`config.mk`:
```
export PLATFORM = sky130hd
export DESIGN_NAME = nr_descrambler_flat
export DESIGN_NICKNAME = d
export VERILOG_FILES = /design/src/rtl/nr_descrambler_pkg.sv /design/src/rtl/nr_descrambler_if.sv /design/src/rtl/nr_descrambler_gold.sv /design/src/rtl/nr_descrambler.sv /design/src/flat_wrapper.sv
export SDC_FILE = /design/constraint.sdc
export NUM_CORES = 1
export LEC_CHECK = 0
export ABC_AREA = 1
export BUFFER_PORTS_ARGS = -buffer_cell sky130_fd_sc_hd__buf_2
export CORE_AREA = 8 8 89 151
export DETAILED_ROUTE_END_ITERATION = 6
export DIE_AREA = 0 0 97 159
export PLACE_DENSITY = 0.76
export SETUP_SLACK_MARGIN = 0.3
export SLEW_MARGIN = 20
export SYNTH_ARGS = -nofsm -noshare
export SYNTH_HDL_FRONTEND = slang
export SYNTH_SLANG_ARGS = --single-unit
```
`constraint.sdc`:
```
create_clock -name clk -period 2.4 [get_ports clk]
set_input_delay 0 -clock clk [delete_from_list [all_inputs] [get_ports clk]]
set_output_delay 0 -clock clk [all_outputs]
set_load 0.05 [all_outputs]
```
`src/rtl/nr_descrambler_pkg.sv`:
```
// Shared Gold-sequence definitions for the NR scrambler/descrambler pair.
// Build option: NR_DESCRAMBLER_FAST_WARMUP_EN selects 8 LFSR steps per warm-up clock.
package nr_scrambler_pkg;

    // Gold sequence discard length before c(0)
    localparam int unsigned NC = 1600;
    // x1 seed: x1(0)=1, x1(1..30)=0
    localparam logic [30:0] X1_INIT = 31'h0000_0001;

`ifdef NR_DESCRAMBLER_FAST_WARMUP_EN
    localparam int unsigned WARM_STEPS = 8;
`else
    localparam int unsigned WARM_STEPS = 1;
`endif
    localparam int unsigned WARM_CYCLES = NC / WARM_STEPS;

    // FSM encoding kept as plain constants for compatibility with existing code
    typedef logic [1:0] state_t;
    localparam state_t ST_IDLE   = 2'd0;
    localparam state_t ST_WARMUP = 2'd1;
    localparam state_t ST_RUN    = 2'd2;

    // Bit i of each register holds x(n+i); bit 0 is the current sample
    typedef struct packed {
        logic [30:0] x1;
        logic [30:0] x2;
    } gold_t;

    function automatic gold_t gold_step1(input gold_t s);
        gold_t n;
        n.x1 = {s.x1[3] ^ s.x1[0], s.x1[30:1]};
        n.x2 = {s.x2[3] ^ s.x2[2] ^ s.x2[1] ^ s.x2[0], s.x2[30:1]};
        return n;
    endfunction

    function automatic gold_t gold_step8(input gold_t s);
        gold_t n;
        n = s;
        for (int unsigned i = 0; i < 8; i++) begin
            n = gold_step1(n);
        end
        return n;
    endfunction

endpackage

```
`src/rtl/nr_descrambler_if.sv`:
```
// LLR stream bundle (input and output valid/ready channels) for nr_descrambler.
// Build option: NR_DESCRAMBLER_FAST_WARMUP_EN does not affect this interface.
interface nr_descrambler_if #(
    parameter int LLR_W = 8
);
    logic             in_valid;
    logic             in_ready;
    logic [LLR_W-1:0] in_llr;
    logic             out_valid;
    logic             out_ready;
    logic [LLR_W-1:0] out_llr;
    logic             out_last;

    // Producer of scrambled LLRs / consumer of descrambled LLRs
    modport master (
        output in_valid, in_llr, out_ready,
        input  in_ready, out_valid, out_llr, out_last
    );

    // Descrambler side
    modport slave (
        input  in_valid, in_llr, out_ready,
        output in_ready, out_valid, out_llr, out_last
    );
endinterface

```
`src/rtl/nr_descrambler_gold.sv`:
```
// nr_gold_gen: x1/x2 LFSR pair with load, single step and warm-up step.
// Build option: NR_DESCRAMBLER_FAST_WARMUP_EN makes warm_step advance 8 steps.
module nr_gold_gen
    import nr_scrambler_pkg::*;
(
    input  logic        clk,
    input  logic        reset_n,
    input  logic        load,
    input  logic [30:0] c_init,
    input  logic        step,
    input  logic        warm_step,
    output logic        c
);

    gold_t st;

    // LFSR state: load has priority, then warm-up advance, then data step
    always_ff @(posedge clk or negedge reset_n) begin
        if (!reset_n) begin
            st <= '0;
        end else if (load) begin
            st <= {X1_INIT, c_init};
        end else if (warm_step) begin
`ifdef NR_DESCRAMBLER_FAST_WARMUP_EN
            st <= gold_step8(st);
`else
            st <= gold_step1(st);
`endif
        end else if (step) begin
            st <= gold_step1(st);
        end
    end

    assign c = st.x1[0] ^ st.x2[0];

endmodule

```
`src/rtl/nr_descrambler.sv`:
```
// NR PDSCH/PUSCH LLR descrambler: Gold-sequence sign flip with saturation.
// Build option: NR_DESCRAMBLER_FAST_WARMUP_EN shortens warm-up to 200 clocks.
module nr_descrambler
    import nr_scrambler_pkg::*;
#(
    parameter int LLR_W = 8,
    parameter int LEN_W = 16
) (
    input  logic              clk,
    input  logic              reset_n,
    input  logic              start,
    input  logic [30:0]       c_init,
    input  logic [LEN_W-1:0]  len,
    nr_descrambler_if.slave   strm,
    output logic              busy
);

    localparam logic [10:0] WARM_LAST = 11'(WARM_CYCLES - 1);
    localparam logic [LLR_W-1:0] LLR_MIN = {1'b1, {(LLR_W-1){1'b0}}};
    localparam logic [LLR_W-1:0] LLR_MAX = {1'b0, {(LLR_W-1){1'b1}}};

    state_t           state;
    logic [10:0]      wcnt;
    logic [LEN_W-1:0] count;
    logic [LEN_W-1:0] len_q;
    logic             c;
    logic             load;
    logic             in_ready_w;
    logic             accept;
    logic             is_last;
    logic [LLR_W-1:0] descr;

    // A zero-length start aborts but never begins a codeword
    assign load       = start && (len != '0);
    assign in_ready_w = (state == ST_RUN) && (!strm.out_valid || strm.out_ready);
    assign accept     = in_ready_w && strm.in_valid;
    assign is_last    = (count == len_q - 1'b1);
    assign busy       = (state != ST_IDLE);

    assign strm.in_ready = in_ready_w;

    nr_gold_gen u_gold (
        .clk       (clk),
        .reset_n   (reset_n),
        .load      (load),
        .c_init    (c_init),
        .step      (accept && !start),
        .warm_step ((state == ST_WARMUP) && !start),
        .c         (c)
    );

    // Sign flip where c(n)=1; the most negative code maps to the most positive
    always_comb begin
        descr = strm.in_llr;
        if (c) begin
            descr = (strm.in_llr == LLR_MIN) ? LLR_MAX : -strm.in_llr;
        end
    end

    // Control FSM: start reloads from any state, warm-up counter, output counter
    always_ff @(posedge clk or negedge reset_n) begin
        if (!reset_n) begin
            state <= ST_IDLE;
            wcnt  <= '0;
            count <= '0;
            len_q <= '0;
        end else if (start) begin
            state <= load ? ST_WARMUP : ST_IDLE;
            wcnt  <= '0;
            count <= '0;
            len_q <= len;
        end else begin
            case (state)
                ST_WARMUP: begin
                    if (wcnt == WARM_LAST) begin
                        state <= ST_RUN;
                        wcnt  <= '0;
                    end else begin
                        wcnt <= wcnt + 11'd1;
                    end
                end
                ST_RUN: begin
                    if (accept) begin
                        if (is_last) begin
                            state <= ST_IDLE;
                            count <= '0;
                        end else begin
                            count <= count + 1'b1;
                        end
                    end
                end
                default: state <= ST_IDLE;
            endcase
        end
    end

    // Registered output stage; holds while stalled, start discards pending data
    always_ff @(posedge clk or negedge reset_n) begin
        if (!reset_n) begin
            strm.out_valid <= 1'b0;
            strm.out_last  <= 1'b0;
            strm.out_llr   <= '0;
        end else if (start) begin
            strm.out_valid <= 1'b0;
            strm.out_last  <= 1'b0;
        end else if (accept) begin
            strm.out_valid <= 1'b1;
            strm.out_last  <= is_last;
            strm.out_llr   <= descr;
        end else if (strm.out_ready) begin
            strm.out_valid <= 1'b0;
            strm.out_last  <= 1'b0;
        end
    end

endmodule

```
`src/flat_wrapper.sv`:
```
// flat-port wrapper written by rule: the top's interface ports become plain ports
module nr_descrambler_flat import nr_scrambler_pkg::*;
#(
    parameter int LLR_W = 8,
    parameter int LEN_W = 16
)
  (clk, reset_n, start, c_init, len, busy, strm_in_valid, strm_in_llr, strm_out_ready, strm_in_ready, strm_out_valid, strm_out_llr, strm_out_last);
  nr_descrambler_if #(.LLR_W(LLR_W)) strm_i ();
  input  logic clk;
  input  logic reset_n;
  input  logic start;
  input  logic [30:0] c_init;
  input  logic [LEN_W-1:0] len;
  output logic busy;
  input wire logic [$bits(strm_i.in_valid)-1:0] strm_in_valid;
  input wire logic [$bits(strm_i.in_llr)-1:0] strm_in_llr;
  input wire logic [$bits(strm_i.out_ready)-1:0] strm_out_ready;
  output wire logic [$bits(strm_i.in_ready)-1:0] strm_in_ready;
  output wire logic [$bits(strm_i.out_valid)-1:0] strm_out_valid;
  output wire logic [$bits(strm_i.out_llr)-1:0] strm_out_llr;
  output wire logic [$bits(strm_i.out_last)-1:0] strm_out_last;
  assign strm_i.in_valid = strm_in_valid;
  assign strm_i.in_llr = strm_in_llr;
  assign strm_i.out_ready = strm_out_ready;
  assign strm_in_ready = strm_i.in_ready;
  assign strm_out_valid = strm_i.out_valid;
  assign strm_out_llr = strm_i.out_llr;
  assign strm_out_last = strm_i.out_last;
  nr_descrambler #(.LLR_W(LLR_W), .LEN_W(LEN_W)) u_core (.clk(clk), .reset_n(reset_n), .start(start), .c_init(c_init), .len(len), .strm(strm_i), .busy(busy));
endmodule
```
==> metrics.cfg, run 1 <==
[outcome]
status = finished clean

[sta]
hold_violations = 0
finalSetupViolCount = 0
tightest_slew_ns = 0.643
slew_headroom_pct = 57.1
skew_ns = 0.00538
fmax_mhz = 507
min_period_ns = 1.97
tns_ns = 0
slew_violations = 0
finalCritPeriodShare_pct = 82.1
whs_ns = 0.0199
rsz0062_at_grt = yes

[pwr]
p_leak_nw = 4.06
powerDensity_mw_per_mm2 = 650
peakVddDrop_mv = 0.604

[final_layout]
diodes = 0
drive_gt1_share_pct = 17.2
fill_cells = 841
layout_common_cells = nand2_1, dfrtp_1, inv_1
fin_nets = 1008
multi_input_area_mm2 = 0.00283
seqCellArea_mm2 = 0.00293
area_delta_synth_final_pct = 28.2
final_common_cell = nand2_1

[synthesis]
syn-num-nets = 867
synth_cell_types = 42
yosys_warnings = 0
syn_inst = 803
ys_async_sr_fraction_pct = 100
avgSynthCellArea_um2 = 7.88
ys_seq_area_share_pct = 46.3
synth_edf_count = 0
synth-seq-cells = 117
synthFlopType = dfrtp_1
post_synth_instance_area_mm2 = 0.00632

[floorplanning]
dieArea_mm2 = 0.0154
ios = 72
start_util_pct = 55.5
die_x_um = 97
die_y_um = 159
core_mm2 = 0.0114
row_count = 52

[clocking]
clockRootBuffer = clkbuf_16
cts_tree = built
tritoncts.num_buffers = 17
worstSkewPairLatency_ns = 0.41
clkTransAtPathRegs_ns = 0.06
cts.path.max_buffers = 2
cts.sinks = 117
htreeDepth = 4

[setup_path]
crit_path_end_kind = register
slowest_delay_ns = 0.39
critPathLaunchType = register
cp.required_ns = 2.68
critPathKind = register to register
cp_data_arrival_time_ns = 2.25
critical_path.slowest_cell = dfrtp_2
cp_max_fo = 17
path_cells = inv_1 > nor2_1 > nor3_4 > nand3_2 > o21ai_2 > buf_4 > nand3_1 > o21ai_0 > a21oi_1

[detailed_routing]
firstDrtPassIters = 5
routed_via_density = 5.31
postRouteAntennaNets = 0
detail_route.wl_per_cell_um = 15.2
dr_total_vias = 5789
drt_iter0_drc = 264
drc = 0
routed_wirelength_um = 16500

[grt]
grt_pass1_vias = 6016
antenna_found_initial = 0
grt_overflow_total = 0
grt.total_usage_pct = 21.8
grt_first_pass_wirelength_um = 27800
grt_max_degree = 56

[placement]
finalWeightedCongestion = 0.877
portBuffers = 71
dpl.hpwl_um = 10900

[job]
maxCapViolCount = 0

[worst_hold_path]
min_path_type = input pin to register

==> where the power goes <==
| part | internal, mW | leakage (nW) | switching [mW] |
|---|---|---|---|
| clock network | 1.42 | 0.266 | 0.934 |
| logic | 0.295 | 2.29 | 0.459 |
| registers | 2.08 | 1.50 | 0.0729 |
| total | 3.80 | 4.06 | 1.47 |
==> flip-flops by register name (all words and copies together), names as in the netlist <==
| name | cells |
|---|---|
| u_core.count | 16 |
| u_core.len_q | 16 |
| u_core.state | 2 |
| u_core.strm.out_last | 1 |
| u_core.strm.out_llr | 8 |
| u_core.strm.out_valid | 1 |
| u_core.u_gold.st | 62 |
| u_core.wcnt | 11 |
==> cell type report <==
type                       count  share of cell area, %
inverter                     122                   5.70
multi-input combinational    534                   34.9
sequential                   117                   36.1
timing repair inverter         1                 0.0926
timing repair buffer         151                   14.2
clock inverter                14                   1.64
tap                          135                   2.08
clock buffer                  17                   5.25
==> repair_timing <==
action / in CTS / in global routing
pin swaps: 1 / 3
hold buffers: 62 / 0
endpoints found under the hold margin: 101 / 0
setup buffers: 1 / 3
cloned: 0 / 1
setup endpoints to repair: 17 / 24
resized for setup: 0 / 7
==> worst paths after layout <==
check                                       from                   end  slack, ns  cells after the start
min in group asynchronous                reset_n       u_core.len_q[7]       0.16                      2
max in group asynchronous                reset_n        u_core.wcnt[7]       1.50                      3
max reg2reg                u_core.strm.out_valid   u_core.u_gold.st[7]       0.43                      9
max                        u_core.strm.out_valid   u_core.u_gold.st[7]       0.43                      9
min                                        start       u_core.len_q[8]       0.02                      2
min reg2reg                 u_core.u_gold.st[43]  u_core.u_gold.st[43]       0.48                      2
==> through the flow <==
step | utilization (%) | instance area, um2 | worst slack (ns) | std cells | power, mW
4_1_cts | 70.7 | 8050 | 0.350 | 1087 | 5.28
6_report | 71.2 | 8110 | 0.429 | 1091 | 5.27
3_3_place_gp | 60.2 | 6850 | 0.344 | 993 | 2.82
2_1_floorplan | - | 6340 | 0.296 | 803 | 2.60
3_5_place_dp | 60.2 | 6850 | 0.259 | 993 | 2.83
5_1_grt | 71.2 | 8110 | 0.237 | 1091 | 5.48
==> cells in the mapped netlist (all sizes together), types with 2 or more instances <==
cell    instances  area, um2
nand2         192        736
inv           121        454
dfrtp         117       2930
nand3          83        490
nor2           60        287
o21ai          51        259
a21oi          36        180
o22ai          25        156
xor2           24        210
clkbuf         16       61.3
nor3           15        108
buf            14       82.6
nand4          12       75.1
xnor2          12        105
nand3b          6       45.0
ha              4       50.1
nor4            3       18.8
or2             3       18.8
and2            2       12.5
==> logic make-up (layout without fill, tap and decap cells) <==
logic type / count (synthesis) / after routing / synth area share, %
AOI/OAI and AO/OA: 117 / 117 / 10.0
adders and majority gates: 4 / 4 / 0.791
DFF: 117 / 117 / 46.3
buffers and inverters: 152 / 305 / 9.51
xor gates and xnor gates: 36 / 36 / 4.99
and+or+nand+nor: 377 / 377 / 28.4
==> per-layer routing <==
metal  track usage (%)  routed length (um)
met1              22.4                6200
met4              12.0                 656
met5                 0                   0
met3              3.61                 632
met2              40.5                9050
==> critical path: cells and delay by family (launching register included) <==
| family | cells | cell delay (ns) |
|---|---|---|
| buffers and inverters | 2 | 0.37 |
| flip-flops | 1 | 0.39 |
| AO/OA/AOI/OAI | 3 | 0.48 |
| AND/OR/NAND/NOR | 4 | 0.58 |
Note: power is estimated with default switching activity, not from simulation.
==> run 2: changes to the inputs <==
==> constraint.sdc (replaced) <==
create_clock -name clk -period 2 [get_ports clk]
set_input_delay 0 -clock clk [delete_from_list [all_inputs] [get_ports clk]]
set_output_delay 0 -clock clk [all_outputs]
set_load 0.05 [all_outputs]
==> run 2 against run 1 <==
Compared with the run above:
- fmax shrank 0.36%
- worst hold slack gained 0.0079 ns
- register-to-register slack lost 0.41 ns
- setup slack lost 0.41 ns
- cell count grew 1.7%
- sequential share of layout area shrank 1.9 points
- die area is the same
==> metrics.cfg, run 2 (same netlist as run 1, synthesis figures left out) <==
[outcome]
status = finished clean  ; unchanged

[detailed_routing]
detail_route.wl_per_cell_um = 15.6  ; was 15.2 um
drc = 0  ; unchanged
firstDrtPassIters = 5  ; unchanged
postRouteAntennaNets = 0  ; unchanged
routed_via_density = 5.45  ; was 5.31
dr_total_vias = 6053  ; was 5789
drt_iter0_drc = 352  ; was 264
routed_wirelength_um = 17300  ; was 16500 um

[sta]
hold_violations = 0  ; unchanged
finalSetupViolCount = 0  ; unchanged
min_period_ns = 1.98  ; was 1.97 ns
finalCritPeriodShare_pct = 98.9  ; was 82.1%
tightest_slew_ns = 0.589  ; was 0.643 ns
fmax_mhz = 506  ; was 507 MHz
rsz0062_at_grt = yes  ; unchanged
skew_ns = 0.00801  ; was 0.00538 ns
tns_ns = 0  ; unchanged
slew_violations = 0  ; unchanged
slew_headroom_pct = 60.7  ; was 57.1%

[floorplanning]
ios = 72  ; unchanged
die_x_um = 97  ; unchanged
row_count = 52  ; unchanged
core_mm2 = 0.0114  ; unchanged
start_util_pct = 55.5  ; unchanged
dieArea_mm2 = 0.0154  ; unchanged
die_y_um = 159  ; unchanged

[final_layout]
area_delta_synth_final_pct = 35.3  ; was 28.2%
fill_cells = 758  ; was 841
seqCellArea_mm2 = 0.00293  ; about the same
final_common_cell = nand2_1  ; unchanged
design_area_mm2 = 0.00856  ; was 0.00811 mm2
stdcell_count = 1110  ; was 1091
multi_input_area_mm2 = 0.00303  ; was 0.00283 mm2
top_register = u_core.u_gold.st  ; unchanged
largest_reg_flops = 62  ; unchanged
top_regs = u_core.u_gold.st (62), u_core.count (16), u_core.len_q (16)  ; unchanged
layout_common_cells = nand2_1, dfrtp_1, inv_1  ; unchanged
fin_nets = 1024  ; was 1008
drive_gt1_share_pct = 23.3  ; was 17.2%

[setup_path]
r2r_setup_slack_ns = 0.02  ; was 0.43 ns
cp.required_ns = 2.29  ; was 2.68 ns
crit_path_end_kind = register  ; unchanged
cp_max_fo = 9  ; was 17
critical_path.slowest_cell = dfrtp_1  ; was dfrtp_2
worstRegToRegCells = 13  ; was 9
critPathKind = register to register  ; unchanged
path_cells = inv_2 > buf_4 > buf_4 > nand2_4 > nor2_8 > nand2_1 > nand3_2 > nand2_2 > nor3_4 > nand3_4 > buf_12 > nand3_2 > nand2_1  ; was inv_1 > nor2_1 > nor3_4 > nand3_2 > o21ai_2 > buf_4 > nand3_1 > o21ai_0 > a21oi_1
slowest_delay_ns = 0.39  ; about the same
cp.buffers_inverters = 4  ; was 2
timing.rr.start = u_core.len_q[0]  ; was u_core.strm.out_valid
path_delay_family = simple AND/OR/NAND/NOR gates  ; unchanged
critPathLaunchType = register  ; unchanged
worstSetupStartpoint = u_core.len_q[0]  ; was u_core.strm.out_valid
r2r_end = u_core.count[15]  ; was u_core.u_gold.st[7]
cp_data_arrival_time_ns = 2.27  ; was 2.25 ns

[clocking]
cts_tree = built  ; unchanged
cts.path.max_buffers = 2  ; unchanged
clockRootBuffer = clkbuf_16  ; unchanged
tritoncts.num_buffers = 17  ; unchanged
clkTransAtPathRegs_ns = 0.06  ; about the same
cts.sinks = 117  ; unchanged
htreeDepth = 4  ; unchanged
worstSkewPairLatency_ns = 0.41  ; about the same

[grt]
grt.total_usage_pct = 22.2  ; was 21.8%
grt_first_pass_wirelength_um = 28500  ; was 27800 um
grt_overflow_total = 0  ; unchanged
antenna_found_initial = 2  ; was 0
grt_max_degree = 47  ; was 56
grt_pass1_vias = 6276  ; was 6016

[pwr]
switching_share_pct = 26.9  ; was 27.8%
power_mw = 6.54  ; was 5.27 mW
pwr-share-clk_pct = 45.2  ; was 44.8%
peakVddDrop_mv = 0.689  ; was 0.604 mV
p_int_mw = 4.78  ; was 3.80 mW
power.switching_mw = 1.76  ; was 1.47 mW
powerDensity_mw_per_mm2 = 764  ; was 650 mW/mm2
power_frac_comb_pct = 15.2  ; was 14.3%
power_frac_seq_pct = 39.6  ; was 40.9%
p_leak_nw = 4.23  ; was 4.06 nW

[worst_hold_path]
min_path_type = input pin to register  ; unchanged
whs_path_depth = 3  ; was 2
whs_endpoint = u_core.len_q[3]  ; was u_core.len_q[8]
hold_start = start  ; unchanged

[placement]
portBuffers = 71  ; unchanged
finalWeightedCongestion = 0.885  ; was 0.877
dpl.hpwl_um = 10700  ; was 10900 um
place_area_mm2 = 0.00693  ; was 0.00685 mm2
dp.cells = 1001  ; was 993

[job]
maxCapViolCount = 0  ; unchanged

==> run 2: changes by cell type in the layout (fill, tap and decap cells not counted), sizes merged <==
cell         delta
diode           +2
clkinvlp        -1
dlygate4sd3     -4
buf            +21
clkbuf          +4
bufinv          +1
clkinv          -4
==> run 2: cell type report <==
cell class	count	share of cell area, %
antenna	2	0.0585
clock buffer	21	5.26
clock inverter	11	1.49
inverter	122	5.44
multi-input combinational	534	35.4
sequential	117	34.3
tap	135	1.97
timing repair buffer	168	16.1
==> run 2: worst max path at each step <==
stage                                 to  cells after the start
finish                  u_core.count[15]                     13
global route            u_core.count[15]                     13
CTS                      u_core.count[2]                     14
detailed placement       u_core.count[2]                     11
global placement         u_core.count[0]                     11
floorplan           u_core.u_gold.st[10]                     10
==> run 2: power by group through the flow <==
stage               Sequential [mW]  Combinational [mW]  Clock [mW]
floorplan                      2.64               0.508           0
CTS                            2.58               0.921        2.99
finish                         2.59               0.993        2.96
detailed placement             2.62               0.785           0
global placement               2.62               0.776           0
global route                   2.60                1.10        3.09
==> run 2: timing repair <==
action,4_1_cts,5_1_grt
endpoints found under the hold margin,95,0
setup buffers,6,9
pin swaps,5,15
resized for setup,21,48
hold buffers,58,0
endpoints found under the setup margin,82,96
gates cloned,2,0
==> run 2: worst register-to-register path, cell delays in order, from the launching register on <==
cell and delay (ns):
dfrtp_1 0.39, inv_2 0.08, buf_4 0.10, buf_4 0.13, nand2_4 0.08, nor2_8 0.14
nand2_1 0.11, nand3_2 0.11, nand2_2 0.07, nor3_4 0.23, nand3_4 0.14, buf_12 0.18
nand3_2 0.06, nand2_1 0.05
==> run 2: routing by layer <==
metal  vias to the layer above  global-route usage (%)  routed length [um]
met4                         0                    12.2                 636
li1                       2904                       -                   -
met3                        53                    4.95                 791
met2                       205                    40.9                9440
met1                      2891                    22.2                6450
met5                         -                       0                   0
==> run 2: per-stage QoR <==
| step | util (%) | worst slack (ns) | hold WS, ns |
|---|---|---|---|
| after floorplan | - | -0.0582 | -0.296 |
| after global placement | 60.9 | 0.0213 | 0.0452 |
| after detailed placement | 60.9 | -0.0451 | 0.0371 |
| after CTS | 72.7 | 0.0870 | 0.0157 |
| after global routing | 75.2 | -0.0855 | 0.0532 |
| final | 75.2 | 0.0219 | 0.0277 |
==> run 3: changes to the inputs <==
==> constraint.sdc (replaced) <==
create_clock -name clk -period 2 [get_ports clk]
set_input_delay 0 -clock clk [delete_from_list [all_inputs] [get_ports clk]]
set_output_delay 0 -clock clk [all_outputs]
set_load 0.02 [all_outputs]
==> run 3 against run 2 <==
Compared with the run above:
- the flow now finishes with violations (negative setup slack)
- clock skew up 0.0054 ns
- first-iteration DRC count up 76%
- sequential cell count unchanged
- die area unchanged
- non-clock buffer count up 17
- critical path depth down 2
- clock-buffer cell count down 1
- fmax down 1.6%
- setup slack worse by 0.031 ns
- clock power up 15%
- cell count up 1.1%
- critical path type unchanged
==> metrics.cfg, run 3 (same netlist as run 1, synthesis figures left out) <==
[grt]
antenna_found_initial = 0  ; was 2
grt_pass1_vias = 6379  ; was 6276
grt-busiest-layer = met2  ; unchanged
grt_max_degree = 46  ; was 47
use_met2_pct = 43.7  ; was 40.9%
grt_first_pass_wirelength_um = 29700  ; was 28500 um
grtUsageMet3_pct = 4.82  ; was 4.95%
grt.total_usage_pct = 23.5  ; was 22.2%
gr-usage-met1_pct = 22.9  ; was 22.2%
grt_overflow_total = 0  ; unchanged

[setup_path]
critical_path.slowest_cell = dfrtp_1  ; unchanged
critPathKind = register to register  ; unchanged
crit_path_end_kind = register  ; unchanged
cp_max_fo = 7  ; was 9
cp_data_arrival_time_ns = 2.31  ; was 2.27 ns
timing.rr.start = u_core.len_q[3]  ; was u_core.len_q[0]
cp.buffers_inverters = 1  ; was 4
critPathLaunchType = register  ; unchanged
path_cells = nor2_4 > nand2_4 > nor2_8 > nand2_1 > nand3_1 > nand2_2 > nor3_4 > nand3_4 > buf_6 > nand3_1 > nand2_1  ; was inv_2 > buf_4 > buf_4 > nand2_4 > nor2_8 > nand2_1 > nand3_2 > nand2_2 > nor3_4 > nand3_4 > buf_12 > nand3_2 > nand2_1
worstRegToRegCells = 11  ; was 13
path_delay_family = simple AND/OR/NAND/NOR gates  ; unchanged
r2r_setup_slack_ns = -0.009  ; was 0.02 ns
r2r_end = u_core.count[13]  ; was u_core.count[15]
cp.required_ns = 2.30  ; was 2.29 ns
slowest_delay_ns = 0.48  ; was 0.39 ns

[sta]
rsz0062_at_grt = yes  ; unchanged
slew_headroom_pct = 60.1  ; was 60.7%
fmax_mhz = 498  ; was 506 MHz
min_period_ns = 2.01  ; was 1.98 ns
slew_violations = 0  ; unchanged
finalSetupViolCount = 2  ; was 0
finalCritPeriodShare_pct = 100  ; was 98.9%
tightest_slew_ns = 0.599  ; was 0.589 ns
hold_violations = 0  ; unchanged
fin_ws_ns = -0.00933  ; was 0.0219 ns
tns_ns = -0.0111  ; was 0 ns
skew_ns = 0.0134  ; was 0.00801 ns

[clocking]
clkTransAtPathRegs_ns = 0.06  ; about the same
cts.sinks = 117  ; unchanged
clockRootBuffer = clkbuf_16  ; unchanged
htreeDepth = 4  ; unchanged
worstSkewPairLatency_ns = 0.43  ; was 0.41 ns
tritoncts.num_buffers = 17  ; unchanged
cts.path.max_buffers = 2  ; unchanged
cts_tree = built  ; unchanged

[final_layout]
fin_nets = 1041  ; was 1024
layout_common_cells = nand2_1, dfrtp_1, inv_1  ; unchanged
stdcell_count = 1122  ; was 1110
postLayoutCoreUtil_pct = 82.1  ; was 75.2%
area_delta_synth_final_pct = 47.8  ; was 35.3%
top_register = u_core.u_gold.st  ; unchanged
top_regs = u_core.u_gold.st (62), u_core.count (16), u_core.len_q (16)  ; unchanged
diodes = 0  ; was 2
final_common_cell = nand2_1  ; unchanged
largest_reg_flops = 62  ; unchanged
drive_gt1_share_pct = 31.4  ; was 23.3%

[floorplanning]
core_mm2 = 0.0114  ; unchanged
die_x_um = 97  ; unchanged
dieArea_mm2 = 0.0154  ; unchanged
die_y_um = 159  ; unchanged
row_count = 52  ; unchanged
ios = 72  ; unchanged
start_util_pct = 55.5  ; unchanged

[pwr]
switching_share_pct = 27.5  ; was 26.9%
pwr-share-clk_pct = 46.9  ; was 45.2%
p_int_mw = 5.25  ; was 4.78 mW
power_frac_seq_pct = 36.1  ; was 39.6%
power.switching_mw = 1.99  ; was 1.76 mW
peakVddDrop_mv = 0.704  ; was 0.689 mV
p_leak_nw = 4.48  ; was 4.23 nW
power_frac_comb_pct = 17.0  ; was 15.2%
powerDensity_mw_per_mm2 = 775  ; was 764 mW/mm2

[detailed_routing]
detail_route.wl_per_cell_um = 21.0  ; was 15.6 um
dr_total_vias = 6739  ; was 6053
drt_iter0_drc = 620  ; was 352
drc = 0  ; unchanged
firstDrtPassIters = 5  ; unchanged
postRouteAntennaNets = 0  ; unchanged
routed_via_density = 6.01  ; was 5.45
routed_wirelength_um = 23600  ; was 17300 um

[placement]
portBuffers = 71  ; unchanged
pre_cts_ws_ns = -0.0505  ; was -0.0451 ns
dp.cells = 1003  ; was 1001
finalWeightedCongestion = 0.888  ; was 0.885
dpl.hpwl_um = 11600  ; was 10700 um

[job]
maxCapViolCount = 0  ; unchanged

[outcome]
failed_checks = negative setup slack
status = finished, violations left  ; was finished clean

[worst_hold_path]
whs_endpoint = u_core.strm.out_valid  ; was u_core.len_q[3]
whs_path_depth = 3  ; unchanged
hold_start = start  ; unchanged
min_path_type = input pin to register  ; unchanged

[run 3: changes by cell type in the layout (fill, tap and decap cells not counted), moves of 6 or more]
cell / change
a21oi_1: -11
nand3_1: -36
a21oi_2: +11
clkbuf_16: +6
o21ai_1: -6
o21ai_0: -9
nand3_4: +12
nand3_2: +24
o21ai_2: +13
buf_4: +6
[run 3: layer usage]
metal	up-vias	share of wire, %
met5	-	0
met4	0	7.6
met3	143	7.1
met2	448	53
met1	3227	33
li1	2921	-
[run 3: repair_timing]
item	CTS	global route
gates cloned	1	7
hold endpoints to repair	98	0
endpoints found under the setup margin	93	97
gates resized for setup	18	140
hold buffers	57	0
buffers inserted	9	17
pin swaps	7	28
[run 3: worst register-to-register path, stage by stage, from the launching register on]
cell and delay (ns):
dfrtp_1 0.48, nor2_4 0.20, nand2_4 0.09, nor2_8 0.16, nand2_1 0.09, nand3_1 0.14, nand2_2 0.08, nor3_4 0.21
nand3_4 0.13, buf_6 0.16, nand3_1 0.07, nand2_1 0.07
[run 3: cell type report]
cell class | count | area [um2]
clock buffers | 20 | 457
fillers | 542 | 2040
flip-flops and latches | 117 | 2930
inverters | 122 | 474
repair buffers | 185 | 1650
multi-input cells | 534 | 3490
clock inverters | 9 | 178
well taps | 135 | 169
[run 3: worst max-delay path by stage]
stage          cells after the start       startpoint  slack [ns]                   end
2_1_floorplan                     11  u_core.len_q[0]        0.20      u_core.count[10]
3_3_place_gp                      13  u_core.len_q[0]        0.03      u_core.count[15]
3_5_place_dp                      12  u_core.len_q[1]       -0.05  u_core.strm.out_last
4_1_cts                           11  u_core.len_q[1]        0.07       u_core.count[0]
5_1_grt                           14  u_core.len_q[1]       -0.13      u_core.count[13]
6_report                          11  u_core.len_q[3]      -0.009      u_core.count[13]
[run 3: stage by stage]
stage / instance area [um2] / power [mW] / hold WS, ns
after floorplan: 6490 / 3.14 / -0.296
after global routing: 9350 / 7.43 / 0.0751
after detailed placement: 7060 / 3.42 / 0.0414
after CTS: 8450 / 6.84 / 0.0300
final: 9350 / 7.24 / 0.0318
after global placement: 7060 / 3.39 / 0.0285
[run 3: power by group through the flow]
stage | registers, mW | clock network [mW] | logic, mW
floorplan | 2.61 | 0 | 0.525
global placement | 2.62 | 0 | 0.772
detailed placement | 2.62 | 0 | 0.796
CTS | 2.59 | 3.32 | 0.935
global route | 2.62 | 3.50 | 1.32
finish | 2.61 | 3.39 | 1.23
